[config.mk]
export PLATFORM = sky130hd
export DESIGN_NAME = score_keeper
export DESIGN_NICKNAME = d
export VERILOG_FILES = /design/src/rtl/score_pkg.sv /design/src/rtl/bcd_digit_add.sv /design/src/rtl/score_keeper.sv
export SDC_FILE = /design/constraint.sdc
export NUM_CORES = 1
export LEC_CHECK = 0
export BUFFER_PORTS_ARGS = -buffer_cell sky130_fd_sc_hd__buf_4
export CAP_MARGIN = 40
export CORE_ASPECT_RATIO = 0.7
export CORE_UTILIZATION = 30
export CTS_CLUSTER_DIAMETER = 30
export DETAILED_ROUTE_END_ITERATION = 12
export PLACE_DENSITY = 0.53
export SETUP_SLACK_MARGIN = 0.4
export SLEW_MARGIN = 0
export SYNTH_ARGS = -nofsm -noshare
export SYNTH_HDL_FRONTEND = slang
export SYNTH_HIERARCHICAL = 1
export SYNTH_SLANG_ARGS = --single-unit
[constraint.sdc]
create_clock -name clk -period 7 [get_ports clk]
set_input_delay 0.7 -clock clk [delete_from_list [all_inputs] [get_ports clk]]
set_output_delay 0.7 -clock clk [all_outputs]
set_load 0.01 [all_outputs]
[src/rtl/score_pkg.sv]
// Shared types and constants for the score keeper and its BCD digit adder.
package score_pkg;

    typedef enum logic [1:0] {
        S_IDLE   = 2'd0,
        S_ONES   = 2'd1,
        S_TENS   = 2'd2,
        S_COMMIT = 2'd3
    } state_t;

    localparam logic [3:0] BCD_MAX_DIGIT     = 4'd9;
    localparam logic [7:0] DEFAULT_MAX_SCORE = 8'h99;

endpackage

[src/rtl/bcd_digit_add.sv]
// Single-digit BCD adder with decimal adjust; shared by the ones and tens steps.
module bcd_digit_add
    import score_pkg::*;
(
    input  logic [3:0] a,
    input  logic [3:0] b,
    input  logic       cin,
    output logic [3:0] sum,
    output logic       cout
);

    logic [4:0] raw;

    // Binary add, then subtract ten when the result leaves the decimal range.
    always_comb begin
        raw  = {1'b0, a} + {1'b0, b} + {4'b0000, cin};
        cout = (raw > {1'b0, BCD_MAX_DIGIT});
        sum  = cout ? (raw[3:0] - 4'd10) : raw[3:0];
    end

endmodule

[src/rtl/score_keeper.sv]
// Two-digit BCD score accumulator with saturation, sticky sat flag and a
// high score that persists across clear.
module score_keeper
    import score_pkg::*;
#(
    parameter logic [7:0] MAX_SCORE = DEFAULT_MAX_SCORE,
    parameter logic [3:0] MAX_ADD   = 4'd9
) (
    input  logic       clk,
    input  logic       rst,
    input  logic       clear,
    input  logic       add_valid,
    input  logic [3:0] add_value,
    output logic       add_ready,
    output logic [7:0] score,
    output logic [7:0] hi_score,
    output logic       sat,
    output logic       new_high
);

    state_t     state_q, state_d;
    logic [3:0] val_q, val_d;
    logic [3:0] ones_q, ones_d;
    logic       carry_q, carry_d;
    logic [7:0] score_q, score_d;
    logic [7:0] hi_q, hi_d;
    logic       sat_q, sat_d;
    logic       new_high_q, new_high_d;

    logic [3:0] add_a, add_b, add_sum;
    logic       add_cin, add_cout;

    // One adder serves both digit steps; its operands follow the FSM state.
    bcd_digit_add u_digit (
        .a    (add_a),
        .b    (add_b),
        .cin  (add_cin),
        .sum  (add_sum),
        .cout (add_cout)
    );

    assign add_ready = (state_q == S_IDLE) && !clear;
    assign score     = score_q;
    assign hi_score  = hi_q;
    assign sat       = sat_q;
    assign new_high  = new_high_q;

    // Next-state, datapath sequencing and clear handling.
    always_comb begin
        state_d    = state_q;
        val_d      = val_q;
        ones_d     = ones_q;
        carry_d    = carry_q;
        score_d    = score_q;
        hi_d       = hi_q;
        sat_d      = sat_q;
        new_high_d = 1'b0;

        if (state_q == S_TENS) begin
            add_a   = score_q[7:4];
            add_b   = 4'd0;
            add_cin = carry_q;
        end else begin
            add_a   = score_q[3:0];
            add_b   = val_q;
            add_cin = 1'b0;
        end

        case (state_q)
            S_IDLE: begin
                if (add_valid && add_ready) begin
                    val_d   = (add_value > MAX_ADD) ? MAX_ADD : add_value;
                    state_d = S_ONES;
                end
            end
            S_ONES: begin
                ones_d  = add_sum;
                carry_d = add_cout;
                state_d = S_TENS;
            end
            S_TENS: begin
                if (add_cout || ({add_sum, ones_q} > MAX_SCORE)) begin
                    score_d = MAX_SCORE;
                    sat_d   = 1'b1;
                end else begin
                    score_d = {add_sum, ones_q};
                end
                state_d = S_COMMIT;
            end
            S_COMMIT: begin
                if (score_q > hi_q) begin
                    hi_d       = score_q;
                    new_high_d = 1'b1;
                end
                state_d = S_IDLE;
            end
            default: state_d = S_IDLE;
        endcase

        // Clear discards any in-flight add but leaves the high score alone.
        if (clear) begin
            state_d    = S_IDLE;
            score_d    = '0;
            sat_d      = 1'b0;
            new_high_d = 1'b0;
            hi_d       = hi_q;
        end
    end

    // State and datapath registers with synchronous reset.
    always_ff @(posedge clk) begin
        if (rst) begin
            state_q    <= S_IDLE;
            val_q      <= '0;
            ones_q     <= '0;
            carry_q    <= 1'b0;
            score_q    <= '0;
            hi_q       <= '0;
            sat_q      <= 1'b0;
            new_high_q <= 1'b0;
        end else begin
            state_q    <= state_d;
            val_q      <= val_d;
            ones_q     <= ones_d;
            carry_q    <= carry_d;
            score_q    <= score_d;
            hi_q       <= hi_d;
            sat_q      <= sat_d;
            new_high_q <= new_high_d;
        end
    end

endmodule

==> Word level (Yosys, flattened, before mapping) <==
Index checks and enable logic that the tools add are counted.
W data, S select, Z words.
{ "word_totals": {"mem_bits_ro": 0, "output_inout_bits": 19, "ram_bits": 0, "register_bits": 29, "elab_cells": 40, "latch_bits": 0, "n_memories": 0} }
{ "classes": {"mux": 9, "eq_ne": 4, "n_shift": 0, "bitwise": 2, "n_addsub": 3, "n_mul": 0, "div_mod_pow": 0, "n_reduce_logical": 10, "magnitude_cmp": 4} }
{ "ops": {"columns": ["operator", "count"], "rows": [
  ["$mux W4", 4],
  ["$gt A8 B8 Y1", 1],
  ["$gt A8 B8 Y1 const B", 1],
  ["$mux W8", 1],
  ["$pmux W2 S4", 1],
  ["$add A4 B4 Y5", 1],
  ["$add A5 B1 Y5", 1],
  ["$gt A5 B4 Y1 const B", 1],
  ["$eq A2 B2 Y1 const B", 2],
  ["$gt A4 B4 Y1 const B", 1],
  ["$reduce_and A2 Y1", 2],
  ["$sub A4 B4 Y4 const B", 1],
  ["$reduce_and A3 Y1", 1],
  ["$reduce_or A3 Y1", 1],
  ["$eq A2 B1 Y1 const B", 1],
  ["$logic_and A1 B1 Y1", 2],
  ["$logic_not A2 Y1", 1],
  ["$mux W1", 2],
  ["$mux W2", 1],
  ["$ne A2 B1 Y1 const B", 1],
  ["$not A1 Y1", 2],
  ["$reduce_or A2 Y1", 1],
  ["$logic_not A1 Y1", 1],
  ["$logic_or A1 B1 Y1", 1]
]} }

==> Logic depth before layout (Yosys ltp) <==
Gate-level depths: netlist of the first run.
{ "depth": {"depth_word": 9, "depth_mapped": 17, "mapped_depth_nobuf": 17} }

==> Cells and area by module <==
The synthesis of the first run kept the hierarchy.
{ "modules_own_cells": {"columns": ["mod", "n_inst", "cells_each", "area_per_inst_um2"], "rows": [
  ["score_keeper", 1, 176, 1478.9],
  ["bcd_digit_add", 1, 22, 211.5]
]} }

==> Least setup slack after synthesis of the first run <==
OpenSTA, ideal clock, no wires.
{ "synth_timing": {"kind": "register to register", "startpoint": "register state_q[0]", "endpoint": "register score_q[0] (netlist: score[0])", "slack_ps": 3311, "required_time_ps": 6869, "arrival_time_ps": 3559, "n_path_buf": 1, "synth_period_minus_slack_ps": 3689, "setup_time_ps": 131, "path_stages_with_launch": 18, "cell_sequence": "dfxtp_1 -> inv_1 -> ha_1 -> clkbuf_1 -> nand2_1 -> nand2_1 -> fa_1 -> fa_1 -> xnor2_1 -> ha_1 -> a31o_1 -> o31ai_4 -> mux2i_1 -> nor2_1 -> nand2_1 -> a21oi_1 -> nand2b_1 -> a31oi_1"} }
{ "synth_via": {"elab_chain_cells": 9} }
{ "synth_rtl": {"columns": ["element", "line", "source"], "rows": [
  ["from (decl)", "score_keeper.sv:21", "state_t state_q, state_d;"],
  ["from (signal assigned)", "score_keeper.sv:122", "state_q <= state_d;"],
  ["$eq A2 B2 Y1", "score_keeper.sv:59", "if (state_q == S_TENS) begin"],
  ["$mux W4", "score_keeper.sv:59", null],
  ["named net add_a[0]", "score_keeper.sv:30", "logic [3:0] add_a, add_b, add_sum;"],
  ["$add A4 B4 Y5", "bcd_digit_add.sv:16", "raw = {1'b0, a} + {1'b0, b} + {4'b0000, cin};"],
  ["$add A5 B1 Y5", "bcd_digit_add.sv:16", null],
  ["$gt A5 B4 Y1", "bcd_digit_add.sv:17", "cout = (raw > {1'b0, BCD_MAX_DIGIT});"],
  ["named net add_cout", "score_keeper.sv:31", "logic add_cin, add_cout;"],
  ["$mux W4", "bcd_digit_add.sv:18", "sum = cout ? (raw[3:0] - 4'd10) : raw[3:0];"],
  ["named net add_sum[2]", "score_keeper.sv:30", null],
  ["$gt A8 B8 Y1", "score_keeper.sv:82", "if (add_cout || ({add_sum, ones_q} > MAX_SCORE)) begin"],
  ["$logic_or A1 B1 Y1", "score_keeper.sv:82", null],
  ["$mux W8", "score_keeper.sv:82", null],
  ["to (signal assigned)", "score_keeper.sv:126", "score_q <= score_d;"],
  ["to (decl)", "score_keeper.sv:25", "logic [7:0] score_q, score_d;"]
]} }
The timed path passes the listed nets, and every way through them passes these cells.
A chain may end at the register's enable or synchronous reset.

==> Worst setup path after layout of the first run <==
{ "layout_timing": {"startpoint": "register state_q[0]", "endpoint": "register score_q[3] (netlist: score[3])"} }
The elaborated chain is that of the path after synthesis.

==> qor.csv, run 1 <==
stage,metric,value,unit
pwr,ir_drop,0.0000695,V
grt,grt_max_degree,29,
floorplan,design.die.area,0.00594,mm^2
synth,ys_types,31,
synth,syn_area,0.00169,mm^2
pwr,power_leakage,0.831,nW
clocking,cts_resized,0,
sta,setup_violations,0,
sta,relSlewSlack,52.5,%
layout,n_antenna_cell,0,
clocking,htreeDepth,2,
synth,synth_edf_count,0,
synth,synth_most_common_cell,dfxtp_1,
floorplan,top_level_ports,27,
pwr,power_density,170,mW/mm^2
min_path,min_to,sat$_SDFFE_PP0P_,
grt,met2_usage,18.0,%
layout,layout-area-overhead-vs-synth,21.1,%
clocking,clock-sinks,29,
min_path,min_from,sat$_SDFFE_PP0P_,
synth,synth-seq-cells,29,
synth,synthArstFlopShare,0,%
layout,final_cell_area,0.00205,mm^2
grt,grt.overflow.total,0,
synth,synth.area.mux_share,8.29,%
sta,fin_ws,2.50,ns
layout,fin_nets,250,
sta,fin_worst_skew,0.00688,ns
grt,antenna_found_initial,0,
synth,synth_top_area_share,34.3,%
clocking,cts_buffers,5,
layout,drive_gt1_share,17.3,%
worst_setup_path,worst_r2r_endpoint,score[3]$_SDFFE_PP0P_,
synth,ys.flop_type,dfxtp_1,
sta,fin_crit_sh,64.3,%
synth,synth_fp_nets,224,
synth,ys_top_cells_by_area,"dfxtp_1 (34%), ha_1 (12%), mux2i_1 (8.3%)",
synth,post_synth_inst_count,198,
min_path,min_path_type,reg -> reg,
synth,synth_compound_area_share,13.8,%
grt,grtUsageMet3,4.46,%
clocking,cts_buffer_depth,2,
synth,synthTopCellsByCount,"dfxtp_1 (29), nand2_1 (21), a21oi_1 (17), nand2b_1 (17)",
worst_setup_path,worstSetupPathType,reg -> reg,
outcome,status,finished clean,
synth,synthAdderAreaFrac,14.2,%
worst_setup_path,path_max_fanout,23,
floorplan,die_h,64.8,um
layout,utilization,38.3,%
floorplan,start_util,31.7,%
synth,yosys_warnings,6,
floorplan,die_x,91.7,um
synth,synth_top_cell_by_area,dfxtp_1,
worst_setup_path,r2r-start,state_q[0]$_SDFFE_PP0P_,
floorplan,rows,22,
worst_setup_path,critPathLaunchType,flip-flop,
clocking,cts_tree,done,
route,drt_iter0_markers,58,
route,drt.antenna.violating_nets,0,
grt,grt_usage,14.0,%
worst_setup_path,worstPathArrival,4.67,ns
route,totalWireLength,3760,um
sta,max_freq,222,MHz
worst_setup_path,r2r.worst_path.cells,17,
route,wl_per_cell,12.7,um
sta,finalMaxSlewViolations,0,
sta,worst_pin_slew,0.712,ns
route,via_per_inst,4.59,
grt,busiest_layer,met1,
placement,hpwl,2850,um
run,maxCapViolCount,0,
clocking,root_buffer,clkbuf_8,
placement,place_area,0.00195,mm^2
clocking,clk_pin_slew_worst_paths,0.07,ns
sta,min_period,4.50,ns
clocking,clk_latency,0.29,ns
synth,synth_top_family_by_area,simple AND/OR/NAND/NOR gates,
placement,port_buffers,26,
grt,use_met1,21.3,%
grt,grt_pass1_wl,6360,um
synth,yosysSeqAreaShare,34.3,%
route,vias,1364,
route,drcViolationCount,0,
clocking,cts_hold_buf,0,
placement,preCtsSetupSlack,2.55,ns
clocking,postCtsSetupRepairBufs,0,
synth,syn_area_per_cell,8.54,um^2
worst_setup_path,r2r_slack,2.50,ns
floorplan,coreArea,0.00534,mm^2
sta,hold_viol_final,0,
sta,hold_ws,0.480,ns
grt,grt_pass1_vias,1265,
synth,synthSimpleGateAreaFrac,22.6,%
min_path,hold_path_depth,2,
worst_setup_path,worstSetupEndpointType,flip-flop,
sta,tns,0,ns
placement,place_congestion,0.784,
route,drtPass1Iterations,4,
worst_setup_path,required,7.17,ns
sta,grt_setup_unrepaired,false,
synth,synth_xor_area_share,1.04,%
power by group:
part           internal (mW)  total, mW  switching (mW)  leakage (nW)
clock                 0.0888      0.155          0.0664        0.0542
combinational         0.0108     0.0245          0.0137         0.543
sequential             0.167      0.168         0.00114         0.234
total                  0.266      0.347          0.0812         0.831
cells by family (layout without fill, tap and decap cells):
logic type | Yosys count | after routing
AOI/OAI and AO/OA | 36 | 36
xor gates and xnor gates | 2 | 2
adders and majority gates | 18 | 18
buffers and inverters | 24 | 51
DFF | 29 | 29
muxes | 14 | 14
and+or+nand+nor | 75 | 75
routing by layer:
| metal | wire length (um) | part of all wire, % | vias to the layer above |
|---|---|---|---|
| met4 | 44 | 1.2 | 0 |
| met3 | 209 | 5.6 | 8 |
| met2 | 1330 | 35 | 29 |
| met5 | 0 | 0 | - |
| li1 | - | - | 718 |
| met1 | 2180 | 58 | 609 |
stage by stage:
step / total power, mW / instances
3_5_place_dp: 0.196 / 289
4_1_cts: 0.353 / 297
5_1_grt: 0.362 / 297
6_report: 0.347 / 297
2_1_floorplan: 0.188 / 198
3_3_place_gp: 0.196 / 288
worst max-delay path, stage by stage (launching register included):
cell	delay, ns
dfxtp_1	0.33
inv_1	0.10
ha_1	0.63
inv_1	0.22
nand2_1	0.14
nand2_1	0.08
fa_1	0.46
fa_1	0.42
xnor2_1	0.19
ha_1	0.25
a31o_1	0.23
o31ai_4	0.36
mux2i_1	0.17
nor2_1	0.11
nand2_1	0.06
a21oi_1	0.32
nand2b_1	0.21
a31oi_1	0.10
layout make-up:
type,instances,area [um^2]
clock inverters,1,5.00
inverters,16,60.1
repair buffers,27,203
fillers,572,3290
flip-flops and latches,29,581
well taps,72,90.1
multi-input cells,145,1010
clock buffers,7,96.3
flip-flops by register name, summed over array words and instances (netlist names):
register / count
carry_q: 1
hi_score: 8
new_high: 1
ones_q: 4
sat: 1
score: 8
state_q: 2
val_q: 4
cells in the final DEF (no fill, tap or decap), types with 2 or more instances in the layout:
cell and n:
nand3_1 6, dfxtp_1 29, nor2_1 13, nor2b_1 8, mux2i_1 14, and2b_1 2, clkbuf_8 7, a21oi_1 17
and3_1 2, fa_1 2, o211ai_1 2, xnor2_1 2, o21ai_0 4, inv_1 16, nand2b_1 17, ha_1 16
buf_4 27, a31oi_1 5, nor3b_1 2, nand2_1 21, nand4_1 2
worst max-delay path by stage:
stage	endpoint	cells after the start	startpoint	slack [ns]
global route	score[1]$_SDFFE_PP0P_	17	state_q[0]$_SDFFE_PP0P_	2.13
global placement	score[3]$_SDFFE_PP0P_	17	state_q[0]$_SDFFE_PP0P_	2.68
finish	score[3]$_SDFFE_PP0P_	17	state_q[0]$_SDFFE_PP0P_	2.50
CTS	score[3]$_SDFFE_PP0P_	17	state_q[0]$_SDFFE_PP0P_	2.52
floorplan	score[0]$_SDFFE_PP0P_	17	state_q[0]$_SDFFE_PP0P_	3.31
detailed placement	score[3]$_SDFFE_PP0P_	17	state_q[0]$_SDFFE_PP0P_	2.55
No activity file was read; power rests on OpenSTA's default activity.
==> run 2, diff against run 1 <==
--- a/config.mk
+++ b/config.mk
@@ -5,13 +5,14 @@
 export SDC_FILE = /design/constraint.sdc
 export NUM_CORES = 1
 export LEC_CHECK = 0
+export ABC_AREA = 1
 export BUFFER_PORTS_ARGS = -buffer_cell sky130_fd_sc_hd__buf_4
 export CAP_MARGIN = 40
 export CORE_ASPECT_RATIO = 0.7
 export CORE_UTILIZATION = 30
 export CTS_CLUSTER_DIAMETER = 30
 export DETAILED_ROUTE_END_ITERATION = 12
-export PLACE_DENSITY = 0.53
+export PLACE_DENSITY = 0.52
 export SETUP_SLACK_MARGIN = 0.4
 export SLEW_MARGIN = 0
 export SYNTH_ARGS = -nofsm -noshare
==> constraint.sdc (replaced) <==
create_clock -name clk -period 4.2 [get_ports clk]
set_input_delay 0.42 -clock clk [delete_from_list [all_inputs] [get_ports clk]]
set_output_delay 0.42 -clock clk [all_outputs]
set_load 0.01 [all_outputs]
==> run 2 against run 1 <==
Net effect: core utilization down 0.75 points; register-to-register slack worse by 1.7 ns; worst setup slack worse by 1.7 ns; die area up 8.2%; critical path depth up 3; hold slack worse by 0.13 ns; routed wire length up 9.7%.
==> qor.csv, run 2 <==
stage,metric,value,unit
sta,grt_setup_unrepaired,false,
layout,regArea,582,um^2
worst_setup_path,worstSetupPathType,reg -> reg,
synth,syn_area,0.00183,mm^2
route,vias,1605,
clocking,clock-sinks,29,
min_path,min_path_type,in -> reg,
synth,ys_types,26,
clocking,clk_pin_slew_worst_paths,0.06,ns
clocking,cts_buffers,5,
layout,drive_gt1_share,20.0,%
grt,met2_usage,18.4,%
grt,use_met1,23.1,%
layout,fin_nets,311,
grt,grt_max_degree,18,
clocking,root_buffer,clkbuf_8,
synth,syn_area_per_cell,7.16,um^2
sta,worst_pin_slew,0.527,ns
floorplan,coreArea,0.00581,mm^2
sta,hold_viol_final,0,
synth,synth-seq-cells,29,
synth,synthTopCellsByCount,"inv_1 (44), nand2_1 (43), nor2_1 (30)",
sta,setup_violations,0,
grt,grtUsageMet3,4.39,%
pwr,total_power,569,uW
sta,tns,0,ns
route,drcViolationCount,0,
sta,max_freq,295,MHz
layout,n_antenna_cell,0,
grt,grt_usage,14.4,%
clocking,cts_tree,done,
synth,synth_top_cell_by_area,dfxtp_1,
synth,synth_edf_count,0,
floorplan,die_x,95.4,um
clocking,cts_resized,0,
clocking,postCtsSetupRepairBufs,0,
floorplan,die_h,67.4,um
synth,synth_top_area_share,31.7,%
placement,placed_cells,353,
clocking,cts_buffer_depth,2,
placement,hpwl,3260,um
route,wl_per_cell,11.5,um
layout,final_cells,360,
outcome,status,finished clean,
route,drt.antenna.violating_nets,0,
worst_setup_path,critPathLaunchType,flip-flop,
grt,grt.overflow.total,0,
sta,min_period,3.39,ns
worst_setup_path,path_max_fanout,9,
route,via_per_inst,4.46,
synth,ys_top_cells_by_area,"dfxtp_1 (32%), ha_1 (11%), inv_1 (9.0%)",
route,drtPass1Iterations,4,
worst_setup_path,r2r_slack,0.81,ns
placement,place_congestion,0.753,
worst_setup_path,cp_slowest_cell,fa_1,
grt,busiest_layer,met1,
worst_setup_path,path_buf_inv,4,
worst_setup_path,crit_family,adder cells,
worst_setup_path,required,4.37,ns
grt,grt_pass1_wl,6890,um
sta,fin_crit_sh,80.8,%
layout,final_cell_mix,"inv_1 (44), nand2_1 (43), nor2_1 (30), dfxtp_1 (28), buf_4 (28)",
synth,ys.flop_type,dfxtp_1,
synth,synth_most_common_cell,inv_1,
layout,final_common_cell,inv_1,
layout,layout-area-overhead-vs-synth,19.2,%
synth,synth_fp_nets,282,
worst_setup_path,slowest_delay,0.48,ns
sta,hold_ws,0.347,ns
floorplan,start_util,31.5,%
sta,relSlewSlack,64.8,%
worst_setup_path,path_cells,inv_1 -> ha_2 -> buf_4 -> inv_1 -> o21bai_1 -> fa_1 -> fa_1 -> nand2_1 -> nand2_2 -> ha_2 -> a21oi_4 -> nand2_4 -> nand3_1 -> nand2_1 -> nor2_1 -> o21ai_0 -> nand2_1 -> nand3_1 -> o21ai_0 -> inv_1,
clocking,htreeDepth,2,
floorplan,top_level_ports,27,
route,drt_iter0_markers,79,
worst_setup_path,worstSetupEndpointType,flip-flop,
grt,grt_pass1_vias,1426,
run,maxCapViolCount,0,
clocking,clk_latency,0.27,ns
clocking,cts_hold_buf,0,
pwr,power_leakage,1.03,nW
synth,synthArstFlopShare,0,%
sta,fin_worst_skew,0.00440,ns
grt,antenna_found_initial,0,
synth,post_synth_inst_count,256,
floorplan,rows,23,
worst_setup_path,worstPathArrival,3.56,ns
placement,port_buffers,26,
layout,fill_cells,625,
pwr,power_density,260,mW/mm^2
layout,multiInputGateArea,0.00105,mm^2
synth,yosysSeqAreaShare,31.7,%
sta,finalMaxSlewViolations,0,
route,totalWireLength,4130,um
floorplan,design.die.area,0.00643,mm^2
pwr,ir_drop,0.000139,V
synth,yosys_warnings,6,
[run 2: cells by family after synthesis]
logic type / Yosys count / synth area share [%]
simple gates: 113 / 28.4
buf+inv: 50 / 11.5
compound gates: 46 / 15.4
fa+ha+maj: 18 / 13.1
flops: 29 / 31.7
[run 2: per-layer routing]
metal	up-vias	share of wire, %
met3	2	5.3
li1	876	-
met1	690	58
met5	-	0
met2	37	36
met4	0	0.32
[run 2: path summary, 6_finish.rpt]
path | start | to | cells past startpoint
worst max-delay path | state_q[0]$_SDFFE_PP0P_ | score[4]$_SDFFE_PP0P_ | 20
worst min-delay path | rst | new_high$_SDFF_PP0_ | 2
worst max register to register | state_q[0]$_SDFFE_PP0P_ | score[4]$_SDFFE_PP0P_ | 20
worst min register to register | val_q[1]$_SDFFE_PP0P_ | val_q[1]$_SDFFE_PP0P_ | 2
[run 2: area by class of cell]
type / instances / share of cell area (%)
Sequential cell: 29 / 26.6
Timing Repair Buffer: 28 / 9.62
Clock buffer: 7 / 3.95
Multi-Input combinational cell: 177 / 47.9
Tap cell: 75 / 4.30
Inverter: 44 / 7.56
[run 2: power by group]
group          switching [mW]  total [mW]  internal, mW
Sequential            0.00340       0.284         0.281
Combinational          0.0342      0.0542        0.0200
Clock                   0.101       0.231         0.130
[run 2: metrics by stage]
step / instance area, um^2 / setup WS [ns] / util [%]
after floorplan: 1830 / 0.912 / -
after global placement: 2090 / 0.688 / 36.0
after detailed placement: 2090 / 0.593 / 36.0
after CTS: 2180 / 0.578 / 37.5
after global routing: 2180 / 0.426 / 37.6
final: 2180 / 0.806 / 37.6
